<file path="config.mk">
export PLATFORM = sky130hd
export DESIGN_NAME = nibble_serial_adder_ctrl
export DESIGN_NICKNAME = d
export VERILOG_FILES = /design/src/rtl/nibble_serial_adder_ctrl_pkg.sv /design/src/rtl/fulladder4.sv /design/src/rtl/nibble_serial_adder_ctrl.sv
export SDC_FILE = /design/constraint.sdc
export NUM_CORES = 1
export LEC_CHECK = 0
export CAP_MARGIN = 25
export CORE_ASPECT_RATIO = 1.5
export CORE_UTILIZATION = 35
export CTS_CLUSTER_SIZE = 24
export DETAILED_ROUTE_END_ITERATION = 16
export SYNTH_ARGS = -nofsm -noshare
export SYNTH_HDL_FRONTEND = slang
export SYNTH_SLANG_ARGS = --single-unit
</file>
<file path="constraint.sdc">
create_clock -name clk -period 3.55 [get_ports clk]
set_clock_uncertainty 0.2 [all_clocks]
set_input_delay 1.065 -clock clk [delete_from_list [all_inputs] [get_ports clk]]
set_output_delay 1.065 -clock clk [all_outputs]
set_load 0.01 [all_outputs]
</file>
<file path="src/rtl/nibble_serial_adder_ctrl_pkg.sv">
// Shared definitions for the nibble-serial adder sequencer.
//   SLICE   : bits added per cycle (width of the fulladder4 slice)
//   ST_*    : FSM state encoding (IDLE -> RUN -> DONE -> IDLE)
package nibble_serial_adder_ctrl_pkg;

  localparam int unsigned SLICE = 4;

  typedef logic [1:0] state_t;

  localparam state_t ST_IDLE = 2'd0;
  localparam state_t ST_RUN  = 2'd1;
  localparam state_t ST_DONE = 2'd2;

endpackage

</file>
<file path="src/rtl/fulladder4.sv">
// 4-bit ripple-carry adder slice.
//   a, b : 4-bit addends
//   cin  : carry in
//   s    : 4-bit sum
//   cout : carry out
module fulladder4 (
  input  logic [3:0] a,
  input  logic [3:0] b,
  input  logic       cin,
  output logic [3:0] s,
  output logic       cout
);

  logic [4:0] total;

  assign total     = {1'b0, a} + {1'b0, b} + {4'b0000, cin};
  assign s         = total[3:0];
  assign cout      = total[4];

endmodule

</file>
<file path="src/rtl/nibble_serial_adder_ctrl.sv">
// Sequencer performing a WIDTH-bit add through one shared SLICE-bit ripple slice,
// one slice per clock, LSB slice first. Valid/ready on both sides; the result is
// held until accepted.
//   clk, rst_n                  : clock, asynchronous active-low reset
//   in_valid / in_ready         : operand handshake (in_ready only in IDLE)
//   in_a, in_b, in_cin          : operands and carry-in to slice 0
//   out_valid / out_ready       : result handshake (out_valid only in DONE)
//   out_sum, out_cout, out_ovf  : A+B+cin mod 2^WIDTH, MSB carry, signed overflow
// WIDTH must be a multiple of SLICE.
module nibble_serial_adder_ctrl
  import nibble_serial_adder_ctrl_pkg::*;
#(
  parameter int unsigned WIDTH = 32
) (
  input  logic             clk,
  input  logic             rst_n,
  input  logic             in_valid,
  output logic             in_ready,
  input  logic [WIDTH-1:0] in_a,
  input  logic [WIDTH-1:0] in_b,
  input  logic             in_cin,
  output logic             out_valid,
  input  logic             out_ready,
  output logic [WIDTH-1:0] out_sum,
  output logic             out_cout,
  output logic             out_ovf
);

  localparam int unsigned NSLICES  = WIDTH / SLICE;
  localparam int unsigned CW       = (NSLICES > 1) ? $clog2(NSLICES) : 1;
  localparam logic [CW-1:0] CNT_LAST = CW'(NSLICES - 1);

  state_t           state_q, state_d;
  logic [WIDTH-1:0] a_sh_q, a_sh_d;
  logic [WIDTH-1:0] b_sh_q, b_sh_d;
  logic [WIDTH-1:0] sum_sh_q, sum_sh_d;
  logic             carry_q, carry_d;
  logic [CW-1:0]    cnt_q, cnt_d;
  logic             sa_q, sa_d;
  logic             sb_q, sb_d;

  logic [SLICE-1:0] slice_s;
  logic             slice_cout;

  fulladder4 u_slice (
    .a    (a_sh_q[SLICE-1:0]),
    .b    (b_sh_q[SLICE-1:0]),
    .cin  (carry_q),
    .s    (slice_s),
    .cout (slice_cout)
  );

  always_comb begin
    state_d  = state_q;
    a_sh_d   = a_sh_q;
    b_sh_d   = b_sh_q;
    sum_sh_d = sum_sh_q;
    carry_d  = carry_q;
    cnt_d    = cnt_q;
    sa_d     = sa_q;
    sb_d     = sb_q;
    case (state_q)
      ST_IDLE: begin
        if (in_valid) begin
          a_sh_d  = in_a;
          b_sh_d  = in_b;
          carry_d = in_cin;
          cnt_d   = '0;
          sa_d    = in_a[WIDTH-1];
          sb_d    = in_b[WIDTH-1];
          state_d = ST_RUN;
        end
      end
      ST_RUN: begin
        a_sh_d   = a_sh_q >> SLICE;
        b_sh_d   = b_sh_q >> SLICE;
        // Slice results enter at the top so the LSB slice ends up at bit 0.
        sum_sh_d = {slice_s, sum_sh_q[WIDTH-1:SLICE]};
        carry_d  = slice_cout;
        if (cnt_q == CNT_LAST) begin
          cnt_d   = '0;
          state_d = ST_DONE;
        end else begin
          cnt_d = cnt_q + CW'(1);
        end
      end
      ST_DONE: begin
        if (out_ready) begin
          state_d = ST_IDLE;
        end
      end
      default: state_d = ST_IDLE;
    endcase
  end

  always_ff @(posedge clk or negedge rst_n) begin
    if (!rst_n) begin
      state_q  <= ST_IDLE;
      a_sh_q   <= '0;
      b_sh_q   <= '0;
      sum_sh_q <= '0;
      carry_q  <= 1'b0;
      cnt_q    <= '0;
      sa_q     <= 1'b0;
      sb_q     <= 1'b0;
    end else begin
      state_q  <= state_d;
      a_sh_q   <= a_sh_d;
      b_sh_q   <= b_sh_d;
      sum_sh_q <= sum_sh_d;
      carry_q  <= carry_d;
      cnt_q    <= cnt_d;
      sa_q     <= sa_d;
      sb_q     <= sb_d;
    end
  end

  assign in_ready  = (state_q == ST_IDLE);
  assign out_valid = (state_q == ST_DONE);

  // Result outputs are masked outside DONE so no partial sum is ever visible.
  assign out_sum  = out_valid ? sum_sh_q : '0;
  assign out_cout = out_valid & carry_q;
  assign out_ovf  = out_valid & (sa_q == sb_q) & (sum_sh_q[WIDTH-1] != sa_q);

endmodule

</file>
Word-level counts from Yosys, hierarchy flattened
Index checks and enable logic that the tools add are counted.
- flip-flop bits (word level): 104
- bits in latches: 0
- bits in writable memories: 0
- ROM bits: 0
- word-level logic and storage cells: 41
- memories: 0
- add/sub/neg operators: 3
- multipliers: 0
- div/mod/pow operators: 0
- $lt $le $gt $ge: 0
- eq/ne operators: 8
- shift-type cells: 0
- multiplexer cells: 14
- bitwise operators: 3
- reductions and logical operators: 5
- operator list (operator ; count):
    $pmux 32 s2 ; 2
    $mux 32 ; 3
    $mux 2 ; 3
    $mux 3 ; 2
    $pmux 2 s3 ; 1
    $pmux 3 s2 ; 1
    $add 4x4->5 ; 1
    $add 5x1->5 ; 1
    $ne 2x2->1 const B ; 2
    $reduce_and 2->1 ; 2
    $add 3x1->3 const B ; 1
    $and 1x1->1 ; 3
    $eq 3x3->1 const B ; 1
    $reduce_and 3->1 ; 1
    $eq 2x1->1 const B ; 1
    $eq 2x2->1 const B ; 1
    $logic_not 2->1 ; 1
    $ne 2x1->1 const B ; 1
    $pmux 1 s2 ; 1
    $reduce_bool 2->1 ; 1
    $eq 1x1->1 ; 1
    $mux 1 ; 1
    $ne 1x1->1 ; 1

Logic depth before layout (Yosys ltp)
Gate-level depths: netlist of the first run.
- depth after elaboration: 3
- gate-level depth with buffers: 6
- depth with buffers taken out: 6

Modules after synthesis
Synthesis of the first run repeated with hierarchy kept, for this count alone.
- cells, all modules: 520
- area total of the unflattened synthesis: 4921.0 um^2
- by module, submodules not included (module ; times used ; cells an instance ; area each (um^2) ; seq. area each (um^2)):
    nibble_serial_adder_ctrl ; 1 ; 504 ; 4777.1 ; 2602.5
    fulladder4 ; 1 ; 16 ; 143.9 ; 0.0

Least setup slack after synthesis of the first run
No wires, ideal clock.
- path type: register to output
- start: register state_q[0]
- end: output out_sum[22]
- data arrival time: 1.192 ns
- data required time: 2.285 ns
- setup slack: 1.093 ns
- stages on the path, launching flop included: 5
- path buffers: 1
- cell sequence: dfrtp_1 -> nand2b_1 -> inv_1 -> clkbuf_1 -> and2_1
- longest elaborated chain between the ends: 2
- RTL lines (item ; RTL line ; text):
    from (decl) ; nibble_serial_adder_ctrl.sv:33 ; state_t state_q, state_d;
    from (signal assigned) ; nibble_serial_adder_ctrl.sv:107 ; state_q <= state_d;
    $eq 2x2->1 ; nibble_serial_adder_ctrl.sv:119 ; assign out_valid = (state_q == ST_DONE);
    net out_valid ; nibble_serial_adder_ctrl.sv:22 ; output logic out_valid,
    $mux 32 ; nibble_serial_adder_ctrl.sv:122 ; assign out_sum = out_valid ? sum_sh_q : '0;
    to (decl) ; nibble_serial_adder_ctrl.sv:24 ; output logic [WIDTH-1:0] out_sum,
The timed path passes the listed nets, and every way through them passes these cells.

Worst setup path after layout of the first run
- start: register state_q[0]
- end: output out_sum[2]
- longest elaborated chain between the ends: 2
- RTL lines (item ; RTL line):
    $eq 2x2->1 ; nibble_serial_adder_ctrl.sv:119
    $mux 32 ; nibble_serial_adder_ctrl.sv:122
Every way passes these cells.

==> results of run 1 <==
==> worst min-delay path: stages, from the launching register on <==
cell	delay [ns]
dfrtp_1	0.34
nand2_1	0.05
nand3_1	0.05
==> state kept, by name (all words and copies together) (netlist names) <==
register,count
sa_q,1
sum_sh_q,32
carry_q,1
cnt_q,3
sb_q,1
b_sh_q,32
a_sh_q,32
state_q,2
==> worst max path at each step <==
stage | startpoint | to | slack (ns) | cells past startpoint
global route | state_q[0] | out_sum[29] | 0.03 | 5
global placement | in_valid | b_sh_q[10] | 0.48 | 5
floorplan | state_q[0] | out_sum[22] | 1.09 | 4
detailed placement | in_valid | a_sh_q[19] | 0.45 | 5
CTS | state_q[0] | out_sum[0] | 0.15 | 5
finish | state_q[0] | out_sum[2] | 0.18 | 5
==> cell type report <==
cell class                 count  area [um^2]
sequential                   104         2603
clock buffer                  10        239.0
inverter                       8        30.03
fill                        1337         7159
clock inverter                 6        67.56
timing repair buffer         113         1119
tap                          162        202.7
multi-input combinational    413         1983
==> kinds of logic (layout without fill, tap and decap cells) <==
kind of cell	count (synthesis)	after routing	synth area share, %
AOI/OAI and AO/OA	15	15	2.144
xor gates and xnor gates	1	1	0.1831
adders and majority gates	7	7	2.144
buffers and inverters	46	137	4.603
DFF	104	104	54.39
muxes	1	1	0.2092
and+or+nand+nor	389	389	36.32
==> cell usage after synthesis <==
cell type / n / area share (%)
a22oi_1: 1 / 0.16
nand2b_1: 3 / 0.39
o311ai_0: 4 / 0.73
dfrtp_1: 104 / 54
nor2b_1: 3 / 0.39
nor2_1: 4 / 0.31
ha_1: 5 / 1.3
fa_1: 2 / 0.84
buf_6: 3 / 0.71
o2111ai_1: 1 / 0.18
nor3b_2: 1 / 0.26
or4_1: 1 / 0.16
a221oi_1: 1 / 0.18
a21oi_1: 1 / 0.10
clkbuf_1: 13 / 1.0
buf_1: 2 / 0.16
buf_2: 20 / 2.1
nand2_1: 224 / 18
o21ai_0: 6 / 0.63
inv_1: 8 / 0.63
nand3_1: 116 / 12
o31ai_1: 1 / 0.16
xor2_1: 1 / 0.18
mux2i_1: 1 / 0.21
nand3b_1: 2 / 0.31
and2_1: 32 / 4.2
or3b_1: 1 / 0.18
nor4bb_1: 2 / 0.42
==> placed cells by master (no fill, tap or decap), types with 2 or more instances in the layout <==
| cell | synthesis | final |
|---|---|---|
| nand2_1 | 224 | 224 |
| nand3_1 | 116 | 116 |
| dfrtp_1 | 104 | 104 |
| clkdlybuf4s50_1 | 0 | 103 |
| and2_1 | 32 | 32 |
| clkbuf_16 | 0 | 9 |
| buf_4 | 0 | 9 |
| inv_1 | 8 | 8 |
| o21ai_0 | 6 | 6 |
| ha_1 | 5 | 5 |
| nor2_1 | 4 | 4 |
| o311ai_0 | 4 | 4 |
| nand2b_1 | 3 | 2 |
| nand3b_1 | 2 | 2 |
| nor2b_1 | 3 | 2 |
| nor4bb_1 | 2 | 2 |
| fa_1 | 2 | 2 |
| clkinvlp_4 | 0 | 2 |
==> power by group <==
group	switching (mW)	total (mW)	internal [mW]
combinational	1.07	1.73	0.666
sequential	0.332	2.06	1.72
clock	0.447	1.02	0.569
==> per-layer routing <==
layer	share of wire (%)	track usage (%)	wire, um	up-vias
met5	0	0	0	-
met4	1.6	6.397	174	0
met3	3.1	2.649	344	9
met2	51	28.88	5614	87
met1	45	21.41	4920	1929
li1	-	-	-	1992
==> summary.md, run 1 <==
| Metric | Value |
|---|---|
| Worst slew pin tran | around 0.83 ns |
| Fin cells | between 800 and 900 |
| Leak Pwr | ~3 nW |
| Max_slew headroom | 44.65% |
| Port Buffers | between 100 and 150 |
| Yosys cell types | 28 |
| CTS Sinks | 104 |
| DRT Pass-1 Iters | 4 |
| RSZ-0062 raised after global routing | no |
| WP data required | roughly 2.3 ns |
| FP Rows | 52 |
| Via density | between 4 and 5 |
| Cell Area, Placed | approximately 6000 um^2 |
| Crit. End Element | primary output |
| Initial antenna violation count | 0 |
| Final Slew Violations | 0 |
| Syn Area/Cell | approximately 8.5 um^2 |
| Data arrival, critical path | roughly 2.1 ns |
| Crit-path max cell delay | between 0.5 and 0.6 ns |
| CTS tree | yes |
| FMAX | 297.1 MHz |
| RR Startpoint | state_q[1] |
| Seq cells post-synth | about 100 |
| Starting Density | between 30% and 40% |
| Total gr overflow | 0 |
| Final wirelength | 11050 um |
| Post-CTS setup buffer count | 0 |
| Buf/Inv on CP | 3 |
| Post-place setup slack | 0.4471 ns |
| Largest net degree at the start of global routing | about 80 |
| Hold EP | a_sh_q[14] |
| Post-synthesis sequential area ratio | 54.39% |
| FF-to-FF path depth | 3 |
| Hold Path Class | reg2reg |
| Ratio of cells with drive above 1 in the final layout | between 4 and 5% |
| Clk Tree Root Cell | clkbuf_16 |
| Crit path launch type | flip-flop |
| Worst-path cell chain | nand2b_1, inv_1, buf_4, and2_1, clkdlybuf4s50_1 |
| Ports | between 100 and 150 |
| Clock transition at the registers of the reported paths | about 0.07 ns |
| Fin nets | just over 700 |
| Global-route wire length before repair | 19360 um |
| Maximum VDD drop | about 0.28 mV |
| Mapped Cells | around 560 |
| Top cell family by delay on the critical path | buffers and inverters |
| DRC viols | 0 |
| Critical path class | reg2out |
| Num CTS Buffers | 9 |
| Vias in the first global route | about 4100 |
| Synthesized area | around 4800 um^2 |
| Max-cap check violation count | 0 |
| HPWL after DPL | ~7700 um |
| Worst hold start | a_sh_q[18] |
| Final hold violation count | 0 |
| Antenna Cells | 0 |
| Clock H-tree levels | 3 |
| Core Region | 13400 um^2 |
| Synthesis-to-layout area growth | 30.49% |
| Initial DRC Count | about 230 |
| R2R Path End | sum_sh_q[28] |
| Slowest cell on the critical path | clkdlybuf4s50_1 |
| Power density cells | 769.8 nW/um^2 |
| Die width | ~97 um |
| Outcome | complete, no violations |
| Yosys Warn Count | 0 |
| Routability Congestion | roughly 0.75 |
| Clock latency on the worst-skew pair | approximately 0.34 ns |
| Max Buffers Root-to-Sink | 2 |
| Die height | 145.2 um |
| Post-DRT Antenna Nets | 0 |
| Setup TNS | 0 ns |
| Final instance area | roughly 6200 um^2 |
| Final WS setup | about 0.18 ns |
| CP Max Fanout | 33 |
| Total placed cells including tap cells | 800 |
| Routed via count | 4017 |
| Wire length per cell | 13.55 um |
| Post-Route Utilization | 46.58% |
| WHS Path Cells | 2 |
| Hold Buf Count CTS | 0 |
| Syn_nets | ~640 |
| Final setup viols | 0 |
| Die ar. | ~14000 um^2 |
| Tot GR Track Use | 16.91% |
| Reg2Reg Setup Slack | 1.39 ns |
| PostCTS Resize Cnt | 0 |
| Fin crit period | around 3.4 ns |
| Hold Slack | approximately 0.28 ns |
| Tcrit/Tclk final | a little over nine tenths |
| Power, Total | a little under 5 mW |
No activity file was read; power rests on OpenSTA's default activity.
==> inputs of run 2 (changes only) <==
- clock period: 3.55 -> 2.9 ns (I/O delays scaled with it)
==> run 2 against run 1 <==
Effect of this change: sequential power is 21% higher; clock power up 25%; routed wire length grew 2.5%; global-route usage is 0.084 points higher; first-iteration DRC count shrank 22%; critical path depth is 2 lower; critical endpoint is now out_ovf; largest cell class unchanged.
==> summary.md, run 2 (synthesis results as in run 1) <==
| Metric | Value |
|---|---|
| R2R Path End | sum_sh_q[31] |
| Clock latency on the worst-skew pair | 0.34 ns (about the same) |
| Data arrival, critical path | 1.68 ns (-0.42 ns) |
| Worst slew pin tran | 0.7263 ns (-0.1039 ns) |
| FMAX | approximately 360 MHz |
| Reg2Reg Setup Slack | 0.85 ns (-0.54 ns) |
| Global-route wire length before repair | 19650 um (+1.5%) |
| Clock transition at the registers of the reported paths | 0.07 ns (about the same) |
| Routed via count | 3998 (-0.47%) |
| Num CTS Buffers | 9 (unchanged) |
| DRC viols | 0 (unchanged) |
| Grt met2 use | 29.41% (+0.52 points) |
| Critical path class | reg2out |
| Met3 Use GR | 2.457% (-0.19 points) |
| Largest net degree at the start of global routing | 67 (-15%) |
| WP data required | 1.83 ns (-0.45 ns) |
| Initial antenna violation count | 0 (unchanged) |
| Outcome | complete, no violations |
| Die width | 97.47 um (unchanged) |
| CP Max Fanout | 5 (-85%) |
| Vias in the first global route | 4112 (+1.5%) |
| Starting Density | 35.70% (unchanged) |
| Most Crowded Layer GR | met2 |
| Wire length per cell | 13.78 um (+1.7%) |
| RSZ-0062 raised after global routing | no |
| Core Region | 13400 um^2 (unchanged) |
| Tcrit/Tclk final | a little over nine tenths |
| Crit. End Element | primary output |
| Final wirelength | 11330 um (+2.5%) |
| Initial DRC Count | 176 (-22%) |
| PostCTS Resize Cnt | 28 (+28) |
| Met1 GRT Util | 21.41% (about the same) |
| Port Buffers | 104 (unchanged) |
| Die ar. | 14150 um^2 (unchanged) |
| Fin nets | 731 (+0.83%) |
| Max_slew headroom | 51.47% (+6.8 points) |
| Crit path launch type | flip-flop |
| FP Rows | 52 (unchanged) |
| Final hold violation count | 0 (unchanged) |
| FF-to-FF path depth | 4 (+1) |
| Routability Congestion | 0.7963 (+5.9%) |
| Hold Buf Count CTS | 0 (unchanged) |
| Power, Total | 6.012 mW (+25%) |
| Total placed cells including tap cells | 806 (+0.75%) |
| Final setup viols | 0 (unchanged) |
| Synthesis-to-layout area growth | 32.61% |
| Power density cells | 947.5 nW/um^2 (+23%) |
| Max Buffers Root-to-Sink | 2 (unchanged) |
| Total gr overflow | 0 (unchanged) |
| Fin cells | 822 (+0.74%) |
| Ratio of cells with drive above 1 in the final layout | 5.758% (+1.2 points) |
| Most common cell after layout, fill and taps aside | nand2_1 |
| Fillers | 1323 (-1.0%) |
| Fin crit period | ~2.8 ns |
| Post-DRT Antenna Nets | 0 (unchanged) |
| Hold Path Class | in2async |
| RR Startpoint | state_q[1] |
| Ports | 105 (unchanged) |
| Clk Tree Root Cell | clkbuf_16 |
| Most frequent cells in the layout | nand2_1 (224), nand3_1 (116), dfrtp_1 (104) |
| Clock H-tree levels | 3 (unchanged) |
| CTS tree | yes |
| Post-CTS setup buffer count | 0 (unchanged) |
| CTS Sinks | 104 (unchanged) |
| Top Registers | a_sh_q x32, b_sh_q x32, sum_sh_q x32 |
| Tot GR Track Use | 16.99% (+0.084 points) |
| Post-Route Utilization | 47.34% (+0.76 points) |
| Setup TNS | 0 ns (unchanged) |
| Die height | 145.2 um (unchanged) |
| DRT Pass-1 Iters | 5 (+1) |
| Leak Pwr | 3.281 nW (+11%) |
| HPWL after DPL | 7925 um (+3.0%) |
| Maximum VDD drop | 0.3716 mV (+32%) |
| Antenna Cells | 0 (unchanged) |
| Max-cap check violation count | 0 (unchanged) |
| Area of the multi-input gates | 1991 um^2 (+0.38%) |
| Register area | 2603 um^2 (unchanged) |
| Final Slew Violations | 0 (unchanged) |
| Via density | 4.864 (-1.2%) |
-- run 2: cell count changes in the layout (fill, tap and decap cells not counted), moves of 2 or more --
cell / before / now
clkdlybuf4s50_1: 103 / 71
dlymetal6s2s_1: 0 / 9
inv_6: 1 / 4
buf_4: 9 / 11
buf_12: 1 / 5
dlygate4sd2_1: 0 / 23
-- run 2: power by group --
part	switching [mW]	total, mW	internal, mW	leakage [nW]
combinational	1.35	2.24	0.894	1.81
sequential	0.386	2.50	2.11	1.32
clock	0.567	1.27	0.706	0.151
total	2.30	6.01	3.71	3.28
-- run 2: critical path: stages (launching register included) --
cell and delay [ns]:
dfrtp_1 0.44, nand3b_1 0.18, a21oi_1 0.15, clkdlybuf4s50_1 0.57
-- run 2: cell type report --
cell class	instances	share of cell area, %
clock buffers	10	3.767
clock inverters	6	1.144
inverters	8	0.4733
multi-input cells	413	31.37
flip-flops and latches	104	41.02
well taps	162	3.195
repair buffers	119	19.03
-- run 2: per-layer routing --
layer  up-vias  wire, um
met1      1906      4873
met4         0       129
met3         7       385
met5         -         0
li1       2006         -
met2        79      5937
-- run 2: per-stage QoR --
stage | setup WS [ns] | area (um^2) | hold slack, ns
finish | 0.1471 | 6345 | 0.2735
global route | 0.03377 | 6345 | 0.2944
CTS | 0.04915 | 6322 | 0.2776
detailed placement | 0.2512 | 6020 | 0.2584
global placement | 0.2959 | 6020 | 0.2608
floorplan | 0.6384 | 4785 | 0.2375
-- run 2: worst max path at each step --
stage / slack [ns] / end / startpoint / cells past startpoint
floorplan: 0.64 / out_sum[22] / state_q[0] / 4
global placement: 0.30 / cnt_q[0] / in_valid / 5
detailed placement: 0.25 / out_sum[23] / state_q[0] / 5
CTS: 0.05 / out_sum[10] / state_q[0] / 5
global route: 0.03 / out_ovf / sum_sh_q[31] / 3
finish: 0.15 / out_ovf / sum_sh_q[31] / 3
==> inputs of run 3 (changes only) <==
- ABC_AREA: default -> 1
- MAX_ROUTING_LAYER: default -> met4
- SKIP_LAST_GASP: default -> 1
==> run 3 against run 2 <==
Effect of this change: critical endpoint unchanged; non-clock buffer count is 4 lower; worst setup slack worse by 0.069 ns; register-to-register slack better by 0.12 ns; sequential share of layout area is 1.4 points lower; largest cell class unchanged; first-iteration DRC count is 8.0% lower; worst hold slack better by 0.0060 ns; flip-flop and latch count stayed put.
==> summary.md, run 3 <==
| Metric | Value |
|---|---|
| Final WS setup | 0.07849 ns (-0.06859 ns) |
| Mapped Cells | 630 (+12%) |
| Post-DRT Antenna Nets | 0 (unchanged) |
| Syn Area/Cell | 7.998 um^2 (-5.9%) |
| Post-Route Utilization | 46.70% (-0.64 points) |
| Synth async-reset ratio | 100.0% (unchanged) |
| Crit path launch type | flip-flop |
| Final instance area | 6565 um^2 (+3.5%) |
| HPWL after DPL | 8210 um (+3.6%) |
| Worst hold start | cnt_q[2] |
| Max Buffers Root-to-Sink | 2 (unchanged) |
| Hold EP | cnt_q[2] |
| Critical path class | reg2out |
| Fin crit period | 2.822 ns (+0.06859 ns) |
| Via density | 4.464 (-8.2%) |
| Port Buffers | 104 (unchanged) |
| Wire length per cell | 12.00 um (-13%) |
| Cell Area, Placed | 6227 um^2 (+3.5%) |
| Outcome | complete, no violations |
| Starting Density | 35.84% (+0.14 points) |
| DRC viols | 0 (unchanged) |
| Clock latency on the worst-skew pair | 0.34 ns (about the same) |
| Clock transition at the registers of the reported paths | 0.06 ns (about the same) |
| Ratio of cells with drive above 1 in the final layout | 6.612% (+0.85 points) |
| Num CTS Buffers | 9 (unchanged) |
| Data arrival, critical path | 1.75 ns (+0.07 ns) |
| Final wirelength | 11020 um (-2.7%) |
| Largest net degree at the start of global routing | 55 (-18%) |
| Fin nets | 797 (+9.0%) |
| Maximum VDD drop | 0.4331 mV (+17%) |
| Global-route wire length before repair | 18460 um (-6.0%) |
| FF-to-FF path depth | 8 (+4) |
| Ports | 105 (unchanged) |
| Post-place setup slack | 0.3788 ns (+0.1277 ns) |
| Commonest cells post-synth | nand2_1 (179), dfrtp_1 (104), inv_1 (104) |
| Mux share of post-synthesis cell area | 0% (-0.21 points) |
| R2R Path End | carry_q |
| CP Max Fanout | 3 (-2) |
| Leak Pwr | 3.368 nW (+2.7%) |
| DRT Pass-1 Iters | 4 (-1) |
| Yosys top cell area share | 51.65% (-2.7 points) |
| Top Registers | a_sh_q x32, b_sh_q x32, sum_sh_q x32 |
| Core Region | 14060 um^2 (+4.9%) |
| Total gr overflow | 0 (unchanged) |
| FMAX | 354.4 MHz (-2.4%) |
| WHS Path Cells | 2 |
| RSZ-0062 raised after global routing | yes |
| Synthesized area | 5039 um^2 (+5.3%) |
| Hold Path Class | reg2reg |
| Max_slew headroom | 58.32% (+6.8 points) |
| Tot GR Track Use | 16.41% (-0.59 points) |
| Most common cell in the netlist | nand2_1 |
| Top layer in use | met4 |
| Die ar. | 14890 um^2 (+5.2%) |
| Die height | 149.0 um (+2.6%) |
| Die width | 99.97 um (+2.6%) |
| Yosys Warn Count | 0 (unchanged) |
| Routability Congestion | 0.7791 (-2.2%) |
| FP Rows | 53 (+1.9%) |
| Yosys cell types | 22 (-21%) |
| Syn_nets | 706 (+10%) |
| Final Slew Violations | 0 (unchanged) |
| Post-Synth XOR/XNOR Area | 0% (-0.18 points) |
| Clock H-tree levels | 3 (unchanged) |
| RR Startpoint | carry_q |
| Antenna Cells | 0 (unchanged) |
| Synth Flop Type | dfrtp_1 |
| WL met3 | 325 um (-16%) |
| Post-Synth Simple-Gate Area | 17.21% (-19 points) |
| Final hold violation count | 0 (unchanged) |
| Largest cells by area after synthesis | dfrtp_1 (52%), nand2_1 (13%), inv_1 (7.7%) |
| Synth area leader | dfrtp_1 |
| Most frequent cells in the layout | nand2_1 (179), inv_1 (104), dfrtp_1 (104) |
| CTS tree | yes |
| Power density cells | 957.5 nW/um^2 (+1.0%) |
| Synthesis-to-layout area growth | 30.30% |
| Most common cell after layout, fill and taps aside | nand2_1 |
| CTS Sinks | 104 (unchanged) |
| Post-synth EDFFs | 0 (unchanged) |
| Vias in the first global route | 3977 (-3.3%) |
| Initial antenna violation count | 0 (unchanged) |
| Crit. End Element | primary output |
| Initial DRC Count | 162 (-8.0%) |
| Wl on met1 | 4874 um (about the same) |
| Synth Area in Adders | 2.036% (-0.11 points) |
| Worst slew pin tran | 0.6251 ns (-0.1012 ns) |
| WP data required | 1.83 ns (about the same) |
| Complex-gate fraction of the synthesized area | 16.61% (+14 points) |
| Post-synthesis sequential area ratio | 51.65% (-2.7 points) |
| Tcrit/Tclk final | 97.29% (+2.4 points) |
| Final setup viols | 0 (unchanged) |
| Largest family of logic cells by synthesized area | simple AND/OR/NAND/NOR gates |
| DR WL met2 | 5575 um (-6.1%) |
| Routed via count | 4098 (+2.5%) |
| Reg2Reg Setup Slack | 0.97 ns (+0.12 ns) |
| Seq cells post-synth | 104 (unchanged) |
| Max-cap check violation count | 0 (unchanged) |
| Clk Tree Root Cell | clkbuf_16 |
-- run 3: critical path, stage by stage (launching register included) --
cell             delay (ns)
dfrtp_1                0.43
inv_1                  0.07
nand2_1                0.09
nor3_1                 0.25
clkdlybuf4s50_1        0.58
-- run 3: routing by layer --
layer | GRT usage [%] | up-vias
met5 | - | -
met4 | 7.574 | 0
met3 | 1.687 | 15
met2 | 28.10 | 94
met1 | 19.28 | 1869
li1 | - | 2120
-- run 3: layout make-up --
class,instances,area [um^2]
multi-input cells,386,1807
inverters,105,394.1
repair buffers,115,1236
clock buffers,12,256.5
well taps,192,240.2
flip-flops and latches,104,2603
clock inverters,4,28.78
fillers,1428,7493
-- run 3: cell families (layout without fill, tap and decap cells) --
family	count (synthesis)	in the layout
compound gates	155	155
fa+ha+maj	7	7
buf+inv	140	236
simple gates	224	224
flops	104	104
-- run 3: how the worst max path moves through the flow --
stage | start | endpoint | slack (ns)
floorplan | state_q[0] | out_sum[22] | 0.87
global placement | state_q[0] | out_sum[7] | 0.45
detailed placement | state_q[0] | out_sum[30] | 0.38
CTS | state_q[0] | out_sum[14] | 0.02
global route | state_q[0] | out_sum[26] | -0.04
finish | state_q[0] | out_ovf | 0.08
-- run 3: power by group --
group | switching, mW | internal, mW
Clock | 0.516 | 0.629
Combinational | 1.81 | 1.01
Sequential | 0.235 | 2.09
-- run 3: repair_timing --
item / 4_1_cts / 5_1_grt
hold buffers: 0 / 0
setup buffers: 0 / 0
gates cloned: 0 / 0
gates resized for setup: 1 / 21
endpoints found under the setup margin: 1 / 25
hold endpoints to repair: 0 / 0
pin swaps: 0 / 0
-- run 3: stage by stage --
step                      hold slack (ns)  TNS, ns  instances  total power [mW]
after global routing               0.3126  -0.1297        918             6.922
after floorplan                    0.2459        0        630             4.556
after CTS                          0.2846        0        918             6.389
after global placement             0.2590        0        902             5.143
after detailed placement           0.2692        0        902             5.216
final                              0.2795        0        918             6.286
